--- config.mk ---
export PLATFORM = sky130hd
export DESIGN_NAME = shift_register_transmitter
export DESIGN_NICKNAME = d
export VERILOG_FILES = /design/src/rtl/shift_register_transmitter.sv
export SDC_FILE = /design/constraint.sdc
export NUM_CORES = 1
export LEC_CHECK = 0
export ABC_CLOCK_PERIOD_IN_PS = 4120
export BUFFER_PORTS_ARGS = -buffer_cell sky130_fd_sc_hd__buf_2
export CAP_MARGIN = 20
export CELL_PAD_IN_SITES_DETAIL_PLACEMENT = 1
export CELL_PAD_IN_SITES_GLOBAL_PLACEMENT = 1
export CORE_UTILIZATION = 43
export CTS_CLUSTER_SIZE = 20
export DETAILED_ROUTE_END_ITERATION = 10
export PLACE_DENSITY = 0.82
export SLEW_MARGIN = 20
export SYNTH_ARGS = -nofsm -noshare
export SYNTH_HDL_FRONTEND = slang
export SYNTH_SLANG_ARGS = --single-unit
--- constraint.sdc ---
create_clock -name clk -period 4.12 [get_ports clk]
set_clock_uncertainty 0.15 [all_clocks]
set_input_delay 0 -clock clk [delete_from_list [all_inputs] [get_ports clk]]
set_output_delay 0 -clock clk [all_outputs]
set_load 0.005 [all_outputs]
--- src/rtl/shift_register_transmitter.sv ---
// shift_register_transmitter
//
// Parallel-in, serial-out transmitter driving a serial data / clock / latch
// interface. A DEPTH-bit word is accepted over a valid/ready handshake and
// shifted out MSB-first on sdata. A generated sclk runs at CLK_DIV clk cycles
// per half-period. An optional latch strobe of LATCH_CYCLES clk cycles follows
// the word.
//
// Ports:
//   clk         system clock, rising edge
//   reset       synchronous, active-high; priority over all other inputs
//   data_in     word to transmit, bit DEPTH-1 goes first
//   data_last   captured with data_in; 1 = pulse latch after this word
//   data_valid  data_in / data_last are valid
//   data_ready  transmitter can accept a word (IDLE and not in reset)
//   sclk        serial clock; the receiver samples sdata on its rising edge
//   sdata       serial data
//   latch       latch strobe, active-high
//   busy        high whenever the FSM is not IDLE
//
// Handshake: a word is transferred on a rising clk edge where data_valid and
// data_ready are both high. The source must hold data_valid and its data
// stable until that edge. data_valid while data_ready is low has no effect.
//
// State machine:
//   IDLE  -> LOW    on handshake; sdata takes the MSB, sclk stays 0
//   LOW   -> HIGH   after CLK_DIV cycles; sclk rises, sdata held
//   HIGH  -> LOW    after CLK_DIV cycles while bits remain; next bit
//   HIGH  -> LATCH  after the last bit when the captured last flag is set
//   HIGH  -> IDLE   after the last bit otherwise
//   LATCH -> IDLE   after LATCH_CYCLES cycles
// sclk, sdata and latch are registered. Their next values are computed in
// the same edge as the state transition that defines them.

module shift_register_transmitter #(
  parameter int DEPTH        = 8,
  parameter int CLK_DIV      = 4,
  parameter int LATCH_CYCLES = 2
) (
  input  logic             clk,
  input  logic             reset,
  input  logic [DEPTH-1:0] data_in,
  input  logic             data_last,
  input  logic             data_valid,
  output logic             data_ready,
  output logic             sclk,
  output logic             sdata,
  output logic             latch,
  output logic             busy
);

  // ---------------------------------------------------------------------------
  // Parameter checks
  // ---------------------------------------------------------------------------
  if (DEPTH < 2) begin : g_bad_depth
    $error("shift_register_transmitter: DEPTH must be 2 or more");
  end
  if (CLK_DIV < 1) begin : g_bad_clk_div
    $error("shift_register_transmitter: CLK_DIV must be 1 or more");
  end
  if (LATCH_CYCLES < 1) begin : g_bad_latch_cycles
    $error("shift_register_transmitter: LATCH_CYCLES must be 1 or more");
  end

  // ---------------------------------------------------------------------------
  // Widths and constants
  // ---------------------------------------------------------------------------
  localparam int PHASE_MAX = (CLK_DIV > LATCH_CYCLES) ? CLK_DIV : LATCH_CYCLES;
  localparam int PHASE_W   = $clog2(PHASE_MAX + 1);
  localparam int BIT_W     = $clog2(DEPTH);

  // Phase counter counts 0 .. N-1 inside a phase of N cycles.
  localparam logic [PHASE_W-1:0] HALF_END  = PHASE_W'(CLK_DIV - 1);
  localparam logic [PHASE_W-1:0] LATCH_END = PHASE_W'(LATCH_CYCLES - 1);
  localparam logic [PHASE_W-1:0] PHASE_ONE = PHASE_W'(1);
  localparam logic [BIT_W-1:0]   BIT_FIRST = BIT_W'(DEPTH - 1);
  localparam logic [BIT_W-1:0]   BIT_ONE   = BIT_W'(1);
  localparam logic [BIT_W-1:0]   BIT_ZERO  = '0;

  typedef enum logic [1:0] {
    S_IDLE  = 2'd0,
    S_LOW   = 2'd1,
    S_HIGH  = 2'd2,
    S_LATCH = 2'd3
  } state_t;

  // ---------------------------------------------------------------------------
  // State and datapath registers
  // ---------------------------------------------------------------------------
  state_t             state;
  state_t             state_d;
  logic [PHASE_W-1:0] phase_cnt;
  logic [PHASE_W-1:0] phase_d;
  logic [BIT_W-1:0]   bit_cnt;
  logic [BIT_W-1:0]   bit_d;
  logic [DEPTH-1:0]   shift_q;
  logic [DEPTH-1:0]   shift_d;
  logic               last_q;
  logic               last_d;
  logic               sclk_d;
  logic               sdata_d;
  logic               latch_d;

  logic               accept;
  logic               phase_done;

  // A word is taken only from IDLE; reset wins through the register block.
  assign accept = (state == S_IDLE) && data_valid;

  // LOW and HIGH run for CLK_DIV cycles, LATCH for LATCH_CYCLES cycles.
  always_comb begin
    phase_done = 1'b0;
    case (state)
      S_LOW, S_HIGH: phase_done = (phase_cnt == HALF_END);
      S_LATCH:       phase_done = (phase_cnt == LATCH_END);
      default:       phase_done = 1'b0;
    endcase
  end

  // ---------------------------------------------------------------------------
  // Process 1: state register (and the registers that travel with it)
  // ---------------------------------------------------------------------------
  always_ff @(posedge clk) begin
    if (reset) begin
      state     <= S_IDLE;
      phase_cnt <= '0;
      bit_cnt   <= '0;
      shift_q   <= '0;
      last_q    <= 1'b0;
      sclk      <= 1'b0;
      sdata     <= 1'b0;
      latch     <= 1'b0;
    end else begin
      state     <= state_d;
      phase_cnt <= phase_d;
      bit_cnt   <= bit_d;
      shift_q   <= shift_d;
      last_q    <= last_d;
      sclk      <= sclk_d;
      sdata     <= sdata_d;
      latch     <= latch_d;
    end
  end

  // ---------------------------------------------------------------------------
  // Process 2: next-state logic
  // ---------------------------------------------------------------------------
  always_comb begin
    state_d = state;
    case (state)
      S_IDLE: begin
        if (accept) state_d = S_LOW;
      end
      S_LOW: begin
        if (phase_done) state_d = S_HIGH;
      end
      S_HIGH: begin
        if (phase_done) begin
          if (bit_cnt != BIT_ZERO) state_d = S_LOW;
          else if (last_q)         state_d = S_LATCH;
          else                     state_d = S_IDLE;
        end
      end
      S_LATCH: begin
        if (phase_done) state_d = S_IDLE;
      end
      default: state_d = S_IDLE;
    endcase
  end

  // ---------------------------------------------------------------------------
  // Next values for the counters, shift register and registered outputs.
  // They follow the transitions chosen above so that sclk/sdata/latch change
  // on the same edge that enters the new state.
  // ---------------------------------------------------------------------------
  always_comb begin
    phase_d = phase_cnt;
    bit_d   = bit_cnt;
    shift_d = shift_q;
    last_d  = last_q;
    sclk_d  = sclk;
    sdata_d = sdata;
    latch_d = latch;

    case (state)
      S_IDLE: begin
        phase_d = '0;
        sclk_d  = 1'b0;
        sdata_d = 1'b0;
        latch_d = 1'b0;
        if (accept) begin
          shift_d = data_in;
          last_d  = data_last;
          bit_d   = BIT_FIRST;
          // The MSB is presented at the accepting edge so it has a full
          // LOW phase of setup before the first sclk rise.
          sdata_d = data_in[DEPTH-1];
        end
      end

      S_LOW: begin
        if (phase_done) begin
          phase_d = '0;
          sclk_d  = 1'b1;
        end else begin
          phase_d = phase_cnt + PHASE_ONE;
        end
      end

      S_HIGH: begin
        if (phase_done) begin
          phase_d = '0;
          sclk_d  = 1'b0;
          if (bit_cnt != BIT_ZERO) begin
            // sdata moves only on the falling sclk edge, giving a full
            // half-period of hold after the rising edge.
            bit_d   = bit_cnt - BIT_ONE;
            shift_d = shift_q << 1;
            sdata_d = shift_q[DEPTH-2];
          end else begin
            sdata_d = 1'b0;
            latch_d = last_q;
          end
        end else begin
          phase_d = phase_cnt + PHASE_ONE;
        end
      end

      S_LATCH: begin
        sclk_d  = 1'b0;
        sdata_d = 1'b0;
        if (phase_done) begin
          phase_d = '0;
          latch_d = 1'b0;
        end else begin
          phase_d = phase_cnt + PHASE_ONE;
          latch_d = 1'b1;
        end
      end

      default: begin
        phase_d = '0;
        sclk_d  = 1'b0;
        sdata_d = 1'b0;
        latch_d = 1'b0;
      end
    endcase
  end

  // ---------------------------------------------------------------------------
  // Process 3: state-decoded outputs
  // ---------------------------------------------------------------------------
  always_comb begin
    data_ready = (state == S_IDLE) && !reset;
    busy       = (state != S_IDLE);
  end

endmodule

==> flow_metrics.py, run 1 <==
metrics = {
    "finish": {
        "areaGrowthSynthToFinish_pct": 29.6,
        "drive_gt1_share_pct": 18.9,
        "final_area_mm2": 0.00130,
        "n_fill_cell": 271,
        "nets": 164,
        "num_antenna_cells": 0,
    },
    "pwr": {
        "power.internal_w": 0.000271,
        "power_density_mw_per_mm2": 290,
        "vdd.ir_drop.worst_uv": 220,
        "p_leak_nw": 0.580,
        "comb_power_share_pct": 20.0,
        "p_clk_share_pct": 25.6,
        "net-switching-power_w": 0.000107,
        "pwr-share-seq_pct": 54.4,
        "swShare_pct": 28.4,
    },
    "global_routing": {
        "grt_start_max_net_pins": 20,
        "overflow": 0,
        "grt_pass1_vias": 1080,
        "grt_usage_pct": 24.3,
        "grt_pass1_wl_um": 4620,
        "antenna_found_initial": 0,
    },
    "logic_synthesis": {
        "synth_area_leaders": "dfxtp_1, nand2_1, nor2_1, a311oi_2, ha_1",
        "yosys.area.top_type_share_pct": 37.8,
        "synth-seq-cells": 19,
        "async_reset_ff_share_pct": 0,
        "yosysMostFrequentCell": "dfxtp_1",
        "yosysWarnings": 0,
        "synth_edf_count": 0,
        "yosys-top-cells-count": "dfxtp_1, nand2_1, nor2_1, a21oi_1, o21ai_0",
        "yosys.area.top_type": "dfxtp_1",
        "syn-cell-area_mm2": 0.00101,
        "synth_cells": 116,
        "yosysUniqueCellTypes": 37,
        "seq_area_frac_synth_pct": 37.8,
        "syn_nets": 131,
        "synth_ff_type": "dfxtp_1",
        "avgSynthCellArea_um2": 8.67,
    },
    "routing": {
        "viasPerCell": 5.51,
        "drt-total-wl_um": 2790,
        "vias": 969,
        "routedWlPerCell_um": 15.8,
        "final_antenna_net_count": 0,
        "drt_iter0_markers": 11,
        "drc": 0,
        "dr.pass1.iters": 4,
    },
    "place": {
        "placed_area_mm2": 0.00108,
        "portBuffers": 16,
        "gp_congestion": 0.766,
        "place_hpwl_um": 1830,
    },
    "critical_path": {
        "cp-end-kind": "register",
        "required_ns": 4.18,
        "cp.arrival_ns": 2.82,
        "crit_end": "shift_q[6]$_SDFFE_PP0P_",
        "cp-startpoint": "state[1]$_SDFFE_PP0P_",
        "setup.worst_path.start_class": "register",
        "crit_path_max_fanout": 15,
        "rr_endpoint": "shift_q[6]$_SDFFE_PP0P_",
        "worstSetupPathType": "register to register",
        "rrSetupSlack_ns": 1.35,
        "timing.rr.start": "state[1]$_SDFFE_PP0P_",
        "r2r_cells": 5,
    },
    "floorplanning": {
        "die-area_mm2": 0.00254,
        "die_y_um": 50.4,
        "die-width_um": 50.4,
        "fp-row-count": 17,
        "coreArea_mm2": 0.00221,
        "pin_count": 17,
        "start_util_pct": 45.5,
    },
    "cts": {
        "clock_sinks": 19,
        "root_buffer": "clkbuf_4",
        "path_clk_slew_ns": 0.12,
        "ctsResizeCount": 0,
        "clk_path_buf_depth": 2,
        "clk_latency_ns": 0.31,
        "cts_buffers": 3,
        "cts_tree": "yes",
        "h-tree-depth": 1,
        "postCtsSetupBuffers": 0,
    },
    "sta": {
        "period_share_pct": 67.2,
        "finalHoldViolCount": 0,
        "fmax_ghz": 0.361,
        "tightest_slew_ns": 0.879,
        "tns_ns": 0,
        "relSlewSlack_pct": 41.3,
        "finalMaxSlewViolations": 0,
        "period_needed_ns": 2.77,
        "rsz0062_at_grt": "no",
        "final-setup-viol-count": 0,
    },
    "flow_run": {
        "maxCapViolations": 0,
    },
    "min_path": {
        "whs_path_depth": 1,
        "min_path_type": "register to register",
    },
    "outcome": {
        "outcome": "completed",
    },
}
through the flow:
| step | hold WS (ns) | util, % | power (W) | setup slack, ns | instances |
|---|---|---|---|---|---|
| 3_3_place_gp | 0.103 | 48.6 | 0.000261 | 2.09 | 152 |
| 2_1_floorplan | -0.00251 | - | 0.000248 | 2.40 | 116 |
| 4_1_cts | 0.349 | 58.9 | 0.000379 | 1.41 | 176 |
| 5_1_grt | 0.361 | 58.9 | 0.000395 | 1.21 | 176 |
| 6_report | 0.346 | 58.9 | 0.000379 | 1.35 | 176 |
| 3_5_place_dp | 0.115 | 48.6 | 0.000266 | 1.94 | 152 |
cells in the final DEF, fill, tap and decap left out, types with 3 or more instances in the layout:
cell,count
dlygate4sd3_1,20
dfxtp_1,19
nand2_1,17
buf_2,16
nor2_1,15
o21ai_0,5
a21oi_1,5
inv_1,4
a311oi_1,4
nor2b_1,3
nand2b_1,3
a311oi_2,3
ha_1,3
clkbuf_4,3
power groups by stage:
| stage | Clock, W | Combinational, W | Sequential [W] |
|---|---|---|---|
| after floorplan | 0 | 0.0000424 | 0.000205 |
| after global placement | 0 | 0.0000520 | 0.000209 |
| after detailed placement | 0 | 0.0000567 | 0.000210 |
| after CTS | 0.0000997 | 0.0000743 | 0.000205 |
| after global routing | 0.000105 | 0.0000833 | 0.000207 |
| final | 0.0000969 | 0.0000758 | 0.000206 |
worst max-delay path: stages, from the launching register on:
cell and delay (ns):
dfxtp_1 0.58, nor2b_1 0.76, a211oi_4 0.29, nor2_1 0.20, a311oi_1 0.07, dlygate4sd3_1 0.61
metal layers:
layer	global-route usage (%)	part of all wire [%]	up-vias
met5	0	0	-
met4	11.1	2.9	0
met3	3.03	1.6	10
met2	44.2	51	19
met1	27.9	45	465
li1	-	-	475
how the worst min path moves through the flow:
stage | start | slack [ns] | end
2_1_floorplan | data_last | -0.003 | last_q$_SDFFE_PP0P_
3_3_place_gp | data_last | 0.10 | last_q$_SDFFE_PP0P_
3_5_place_dp | data_last | 0.12 | last_q$_SDFFE_PP0P_
4_1_cts | bit_cnt[1]$_SDFFE_PP0P_ | 0.35 | bit_cnt[1]$_SDFFE_PP0P_
5_1_grt | bit_cnt[1]$_SDFFE_PP0P_ | 0.36 | bit_cnt[1]$_SDFFE_PP0P_
6_report | bit_cnt[1]$_SDFFE_PP0P_ | 0.35 | bit_cnt[1]$_SDFFE_PP0P_
timing repair:
action | in CTS | in global routing
setup endpoints to repair | 0 | 0
hold buffers | 20 | 0
hold endpoints to repair | 11 | 0
cells by family after synthesis:
logic type      share of synthesized area (%)
flops                                    37.8
xor+xnor                                0.871
buf+inv                                  5.97
fa+ha+maj                                3.73
mux                                      1.12
compound gates                           26.4
simple gates                             24.1
layout make-up:
class | count | area [um^2] | share of cell area [%]
Sequential cell | 19 | 380 | 29.2
Clock buffer | 3 | 22.5 | 1.73
Timing Repair Buffer | 36 | 280 | 21.5
Multi-Input combinational cell | 85 | 566 | 43.4
Tap cell | 28 | 35.0 | 2.69
Inverter | 4 | 15.0 | 1.15
Clock inverter | 1 | 5.00 | 0.384
registers in the layout, summed over array words and instances, names as in the netlist:
name and count:
state 2, last_q 1, sclk 1, shift_q 7
phase_cnt 3, bit_cnt 3, latch 1, sdata 1
(Power assumes the default switching activity.)
==> run 2: changes to the inputs <==
--- a/config.mk
+++ b/config.mk
@@ -5,15 +5,15 @@
 export SDC_FILE = /design/constraint.sdc
 export NUM_CORES = 1
 export LEC_CHECK = 0
-export ABC_CLOCK_PERIOD_IN_PS = 4120
+export ABC_CLOCK_PERIOD_IN_PS = 2550
 export BUFFER_PORTS_ARGS = -buffer_cell sky130_fd_sc_hd__buf_2
 export CAP_MARGIN = 20
 export CELL_PAD_IN_SITES_DETAIL_PLACEMENT = 1
 export CELL_PAD_IN_SITES_GLOBAL_PLACEMENT = 1
-export CORE_UTILIZATION = 43
+export CORE_UTILIZATION = 40
 export CTS_CLUSTER_SIZE = 20
 export DETAILED_ROUTE_END_ITERATION = 10
-export PLACE_DENSITY = 0.82
+export PLACE_DENSITY = 0.77
 export SLEW_MARGIN = 20
 export SYNTH_ARGS = -nofsm -noshare
 export SYNTH_HDL_FRONTEND = slang
==> constraint.sdc (replaced) <==
create_clock -name clk -period 2.55 [get_ports clk]
set_clock_uncertainty 0.15 [all_clocks]
set_input_delay 0 -clock clk [delete_from_list [all_inputs] [get_ports clk]]
set_output_delay 0 -clock clk [all_outputs]
set_load 0.005 [all_outputs]
==> flow_metrics.py, run 2 (same netlist as run 1, synthesis figures left out) <==
metrics = {
    "global_routing": {
        "grt_pass1_vias": 966,
        "overflow": 0,
        "grt_usage_pct": 23.7,
        "antenna_found_initial": 0,
        "grt_start_max_net_pins": 20,
        "grt_pass1_wl_um": 4560,
    },
    "critical_path": {
        "cp.arrival_ns": 2.45,
        "required_ns": 2.66,
        "setup.worst_path.start_class": "register",
        "crit_path_max_fanout": 12,
        "worstSetupPathType": "register to register",
        "slowest_delay_ns": 0.57,
        "crit_chain": "nor2_2, nand3_1, dlygate4sd3_1, a21oi_1, dlygate4sd3_1",
        "cp_slowest_cell": "dlygate4sd3_1",
        "cp-end-kind": "register",
        "cpMostUsedCell": "dlygate4sd3_1",
        "critPathBufInv": 2,
        "cp_top_family": "buffers and inverters",
    },
    "cts": {
        "clk_latency_ns": 0.31,
        "cts_tree": "yes",
        "h-tree-depth": 1,
        "root_buffer": "clkbuf_4",
        "cts_buffers": 3,
        "clock_sinks": 19,
        "path_clk_slew_ns": 0.11,
        "clk_path_buf_depth": 2,
    },
    "finish": {
        "n_fill_cell": 282,
        "drive_gt1_share_pct": 23.7,
        "largest_register_ffs": 7,
        "final_common_cell": "dfxtp_1",
        "layout_common_cells": "dfxtp_1, nand2_1, dlygate4sd3_1, buf_2, nor2_1",
        "final_area_mm2": 0.00133,
        "areaGrowthSynthToFinish_pct": 31.7,
        "num_antenna_cells": 0,
        "stdcell_count": 180,
        "top_register": "shift_q",
        "nets": 168,
        "largestRegisters": "shift_q x7, bit_cnt x3, phase_cnt x3",
    },
    "floorplanning": {
        "fp-row-count": 17,
        "die-width_um": 52.2,
        "die-area_mm2": 0.00272,
        "die_y_um": 52.2,
        "pin_count": 17,
        "start_util_pct": 43.8,
        "coreArea_mm2": 0.00230,
    },
    "place": {
        "dp_cells": 153,
        "portBuffers": 16,
        "gp_congestion": 0.786,
        "placed_area_mm2": 0.00108,
        "place_hpwl_um": 1710,
    },
    "pwr": {
        "p_clk_share_pct": 26.1,
        "p_leak_nw": 0.595,
        "power_density_mw_per_mm2": 472,
        "comb_power_share_pct": 20.7,
        "net-switching-power_w": 0.000180,
        "vdd.ir_drop.worst_uv": 308,
        "swShare_pct": 28.8,
        "power.internal_w": 0.000446,
        "pwr-share-seq_pct": 53.2,
    },
    "routing": {
        "dr.pass1.iters": 4,
        "drc": 0,
        "final_antenna_net_count": 0,
        "drt-total-wl_um": 2980,
        "vias": 1000,
        "viasPerCell": 5.56,
        "routedWlPerCell_um": 16.5,
        "drt_iter0_markers": 13,
    },
    "outcome": {
        "outcome": "completed",
    },
    "sta": {
        "final-setup-viol-count": 0,
        "relSlewSlack_pct": 71.3,
        "finalMaxSlewViolations": 0,
        "tns_ns": 0,
        "rsz0062_at_grt": "no",
        "period_needed_ns": 2.35,
        "finalHoldViolCount": 0,
        "tightest_slew_ns": 0.429,
        "fmax_ghz": 0.426,
        "period_share_pct": 92.0,
    },
    "flow_run": {
        "maxCapViolations": 0,
    },
    "min_path": {
        "min_path_type": "register to register",
    },
}
run 2: worst reg2reg max path, stage by stage (launching register included):
cell and delay (ns):
dfxtp_1 0.46, nor2_2 0.31, nand3_1 0.14, dlygate4sd3_1 0.57
a21oi_1 0.11, dlygate4sd3_1 0.56
run 2: through the flow:
stage                     total power [W]  worst slack (ns)  hold WS [ns]  utilization (%)
after floorplan                  0.000400             0.835      -0.00251                -
final                            0.000626             0.205         0.353             57.7
after detailed placement         0.000429             0.497         0.112             47.2
after global routing             0.000653            0.0921         0.372             57.7
after CTS                        0.000607            0.0152         0.342             55.3
after global placement           0.000421             0.638         0.105             47.2
run 2: area by class of cell:
class                           count  area, um^2  share of cell area (%)
Multi-Input combinational cell     85         568                    42.9
Sequential cell                    19         380                    28.7
Timing Repair Buffer               40         300                    22.7
Tap cell                           28        35.0                    2.64
Clock buffer                        4        26.3                    1.98
Inverter                            4        15.0                    1.13
run 2: worst paths after layout:
check / slack [ns] / end / cells past startpoint / from
max: 0.20 / shift_q[0]$_SDFFE_PP0P_ / 5 / state[1]$_SDFFE_PP0P_
min: 0.35 / shift_q[1]$_SDFFE_PP0P_ / 2 / shift_q[0]$_SDFFE_PP0P_
max reg2reg: 0.20 / shift_q[0]$_SDFFE_PP0P_ / 5 / state[1]$_SDFFE_PP0P_
min reg2reg: 0.35 / shift_q[1]$_SDFFE_PP0P_ / 2 / shift_q[0]$_SDFFE_PP0P_
run 2: routing by layer:
| layer | up-vias | routed length [um] | track usage, % | part of all wire (%) |
|---|---|---|---|---|
| met3 | 6 | 63 | 3.51 | 2.1 |
| li1 | 479 | - | - | - |
| met1 | 493 | 1240 | 28.3 | 41 |
| met2 | 22 | 1610 | 40.4 | 54 |
| met4 | 0 | 70 | 12.7 | 2.4 |
| met5 | - | 0 | 0 | 0 |
run 2: repair_timing:
action	4_1_cts	5_1_grt
hold endpoints to repair	12	0
hold buffers	16	0
buffers inserted	0	7
resized for setup	0	1
setup endpoints to repair	0	2
run 2: power by group through the flow:
stage | clock network [W] | logic [W] | registers (W)
CTS | 0.000165 | 0.000111 | 0.000332
global placement | 0 | 0.0000844 | 0.000337
detailed placement | 0 | 0.0000905 | 0.000338
floorplan | 0 | 0.0000685 | 0.000332
finish | 0.000163 | 0.000129 | 0.000333
global route | 0.000176 | 0.000142 | 0.000335
==> run 3: changes to the inputs <==
--- a/config.mk
+++ b/config.mk
@@ -10,10 +10,12 @@
 export CAP_MARGIN = 20
 export CELL_PAD_IN_SITES_DETAIL_PLACEMENT = 1
 export CELL_PAD_IN_SITES_GLOBAL_PLACEMENT = 1
+export CORE_ASPECT_RATIO = 1.75
 export CORE_UTILIZATION = 40
 export CTS_CLUSTER_SIZE = 20
 export DETAILED_ROUTE_END_ITERATION = 10
 export PLACE_DENSITY = 0.77
+export SKIP_LAST_GASP = 1
 export SLEW_MARGIN = 20
 export SYNTH_ARGS = -nofsm -noshare
 export SYNTH_HDL_FRONTEND = slang
==> constraint.sdc (replaced) <==
create_clock -name clk -period 2.55 [get_ports clk]
set_clock_uncertainty 0.15 [all_clocks]
set_input_delay 0 -clock clk [delete_from_list [all_inputs] [get_ports clk]]
set_output_delay 0 -clock clk [all_outputs]
set_load 0.02 [all_outputs]
==> flow_metrics.py, run 3 (same netlist as run 1, synthesis figures left out) <==
metrics = {
    "global_routing": {
        "grt_pass1_vias": 986,
        "grt_pass1_wl_um": 4160,
        "grt_usage_pct": 22.0,
        "overflow": 0,
        "grt_start_max_net_pins": 20,
        "antenna_found_initial": 0,
    },
    "sta": {
        "final-setup-viol-count": 0,
        "finalMaxSlewViolations": 0,
        "period_share_pct": 80.4,
        "rsz0062_at_grt": "no",
        "relSlewSlack_pct": 56.7,
        "finalHoldViolCount": 0,
        "period_needed_ns": 2.05,
        "tns_ns": 0,
        "fmax_ghz": 0.488,
        "tightest_slew_ns": 0.648,
    },
    "pwr": {
        "power_density_mw_per_mm2": 522,
        "power_w": 0.000650,
        "p_leak_nw": 0.545,
        "vdd.ir_drop.worst_uv": 234,
    },
    "cts": {
        "root_buffer": "clkbuf_8",
        "clock_sinks": 19,
        "clk_path_buf_depth": 2,
        "cts_buffers": 3,
        "h-tree-depth": 1,
        "postCtsSetupBuffers": 0,
        "path_clk_slew_ns": 0.07,
        "cts_tree": "yes",
        "clk_latency_ns": 0.25,
    },
    "floorplanning": {
        "die-area_mm2": 0.00273,
        "start_util_pct": 43.2,
        "die-width_um": 39.9,
        "fp-row-count": 23,
        "die_y_um": 68.3,
        "pin_count": 17,
        "coreArea_mm2": 0.00233,
    },
    "min_path": {
        "hp-start": "reset",
        "hold_end": "state[1]$_SDFFE_PP0P_",
        "whs_path_depth": 2,
        "min_path_type": "primary input to register",
    },
    "routing": {
        "vias": 939,
        "drt-total-wl_um": 2610,
        "viasPerCell": 5.66,
        "final_antenna_net_count": 0,
        "routedWlPerCell_um": 15.7,
        "drc": 0,
        "drt_iter0_markers": 4,
        "dr.pass1.iters": 4,
    },
    "place": {
        "gp_congestion": 0.757,
        "place_hpwl_um": 1850,
        "portBuffers": 16,
    },
    "finish": {
        "n_fill_cell": 288,
        "top_register": "shift_q",
        "drive_gt1_share_pct": 19.9,
        "areaGrowthSynthToFinish_pct": 23.8,
        "largestRegisters": "shift_q x7, bit_cnt x3, phase_cnt x3",
        "largest_register_ffs": 7,
        "nets": 157,
        "final_common_cell": "dfxtp_1",
        "final_core_util_pct": 53.4,
        "layout_common_cells": "dfxtp_1, nand2_1, buf_2",
        "num_antenna_cells": 0,
    },
    "critical_path": {
        "cp.arrival_ns": 2.06,
        "r2r_cells": 6,
        "setup.worst_path.start_class": "register",
        "rrSetupSlack_ns": 0.50,
        "crit_path_max_fanout": 15,
        "worstSetupPathType": "register to register",
        "required_ns": 2.56,
        "cp-end-kind": "register",
        "cp-startpoint": "bit_cnt[0]$_SDFFE_PP0P_",
        "timing.rr.start": "bit_cnt[0]$_SDFFE_PP0P_",
        "crit_chain": "inv_1, ha_1, and3b_4, a211oi_4, nor2_1, a311oi_2",
        "slowest_delay_ns": 0.57,
        "critPathBufInv": 1,
        "cp_slowest_cell": "a211oi_4",
        "cp_top_family": "compound AO/OA/AOI/OAI gates",
        "rr_endpoint": "shift_q[3]$_SDFFE_PP0P_",
    },
    "outcome": {
        "outcome": "completed",
    },
    "flow_run": {
        "maxCapViolations": 0,
    },
}
-- run 3: cell types whose count changed in the layout (fill, tap and decap cells not counted) --
cell | before | now
buf_4 | 8 | 1
dlygate4sd3_1 | 16 | 12
clkbuf_4 | 3 | 0
clkbuf_8 | 0 | 3
nor2_1 | 14 | 15
nor2_2 | 1 | 0
-- run 3: per-layer routing --
layer / wire length, um / track usage, % / vias to the layer above
met2: 1560 / 43.5 / 9
met4: 33 / 8.19 / 0
met3: 39 / 2.27 / 4
met5: 0 / 0 / -
li1: - / - / 460
met1: 976 / 20.9 / 466
-- run 3: final cells by class --
class / instances / area, um^2 / area share, %
Multi-Input combinational cell: 85 / 566 / 45.4
Inverter: 4 / 15.0 / 1.21
Timing Repair Buffer: 29 / 208 / 16.7
Tap cell: 25 / 31.3 / 2.51
Clock buffer: 4 / 45.0 / 3.62
Sequential cell: 19 / 380 / 30.6
-- run 3: how the worst max path moves through the flow --
stage	to	slack, ns	depth (start not counted)
detailed placement	shift_q[2]$_SDFFE_PP0P_	0.51	6
global route	bit_cnt[0]$_SDFFE_PP0P_	0.35	6
floorplan	shift_q[2]$_SDFFE_PP0P_	0.83	7
global placement	shift_q[6]$_SDFFE_PP0P_	0.62	6
CTS	shift_q[2]$_SDFFE_PP0P_	0.47	6
finish	shift_q[3]$_SDFFE_PP0P_	0.50	6
-- run 3: what timing repair did --
item                      CTS  global route
resized for setup           0             0
hold buffers               12             0
hold endpoints to repair   10             0
-- run 3: worst reg2reg max path, stage by stage (launching register included) --
cell and delay, ns:
dfxtp_1 0.35, inv_1 0.07, ha_1 0.22, and3b_4 0.21
a211oi_4 0.57, nor2_1 0.11, a311oi_2 0.27
-- run 3: metrics by stage --
step / setup slack, ns / hold WS, ns / cells / instance area, um^2
after CTS: 0.474 / 0.0160 / 166 / 1240
after detailed placement: 0.506 / 0.116 / 150 / 1080
final: 0.500 / 0.0203 / 166 / 1240
after global placement: 0.624 / 0.107 / 150 / 1080
after floorplan: 0.835 / -0.00251 / 116 / 1010
after global routing: 0.345 / 0.0527 / 166 / 1240
-- run 3: power breakdown --
| group | internal, W | switching, W | leakage [nW] | total, W |
|---|---|---|---|---|
| Combinational | 0.0000523 | 0.0000570 | 0.366 | 0.000109 |
| Clock | 0.000111 | 0.0000983 | 0.0228 | 0.000209 |
| Sequential | 0.000315 | 0.0000163 | 0.156 | 0.000332 |
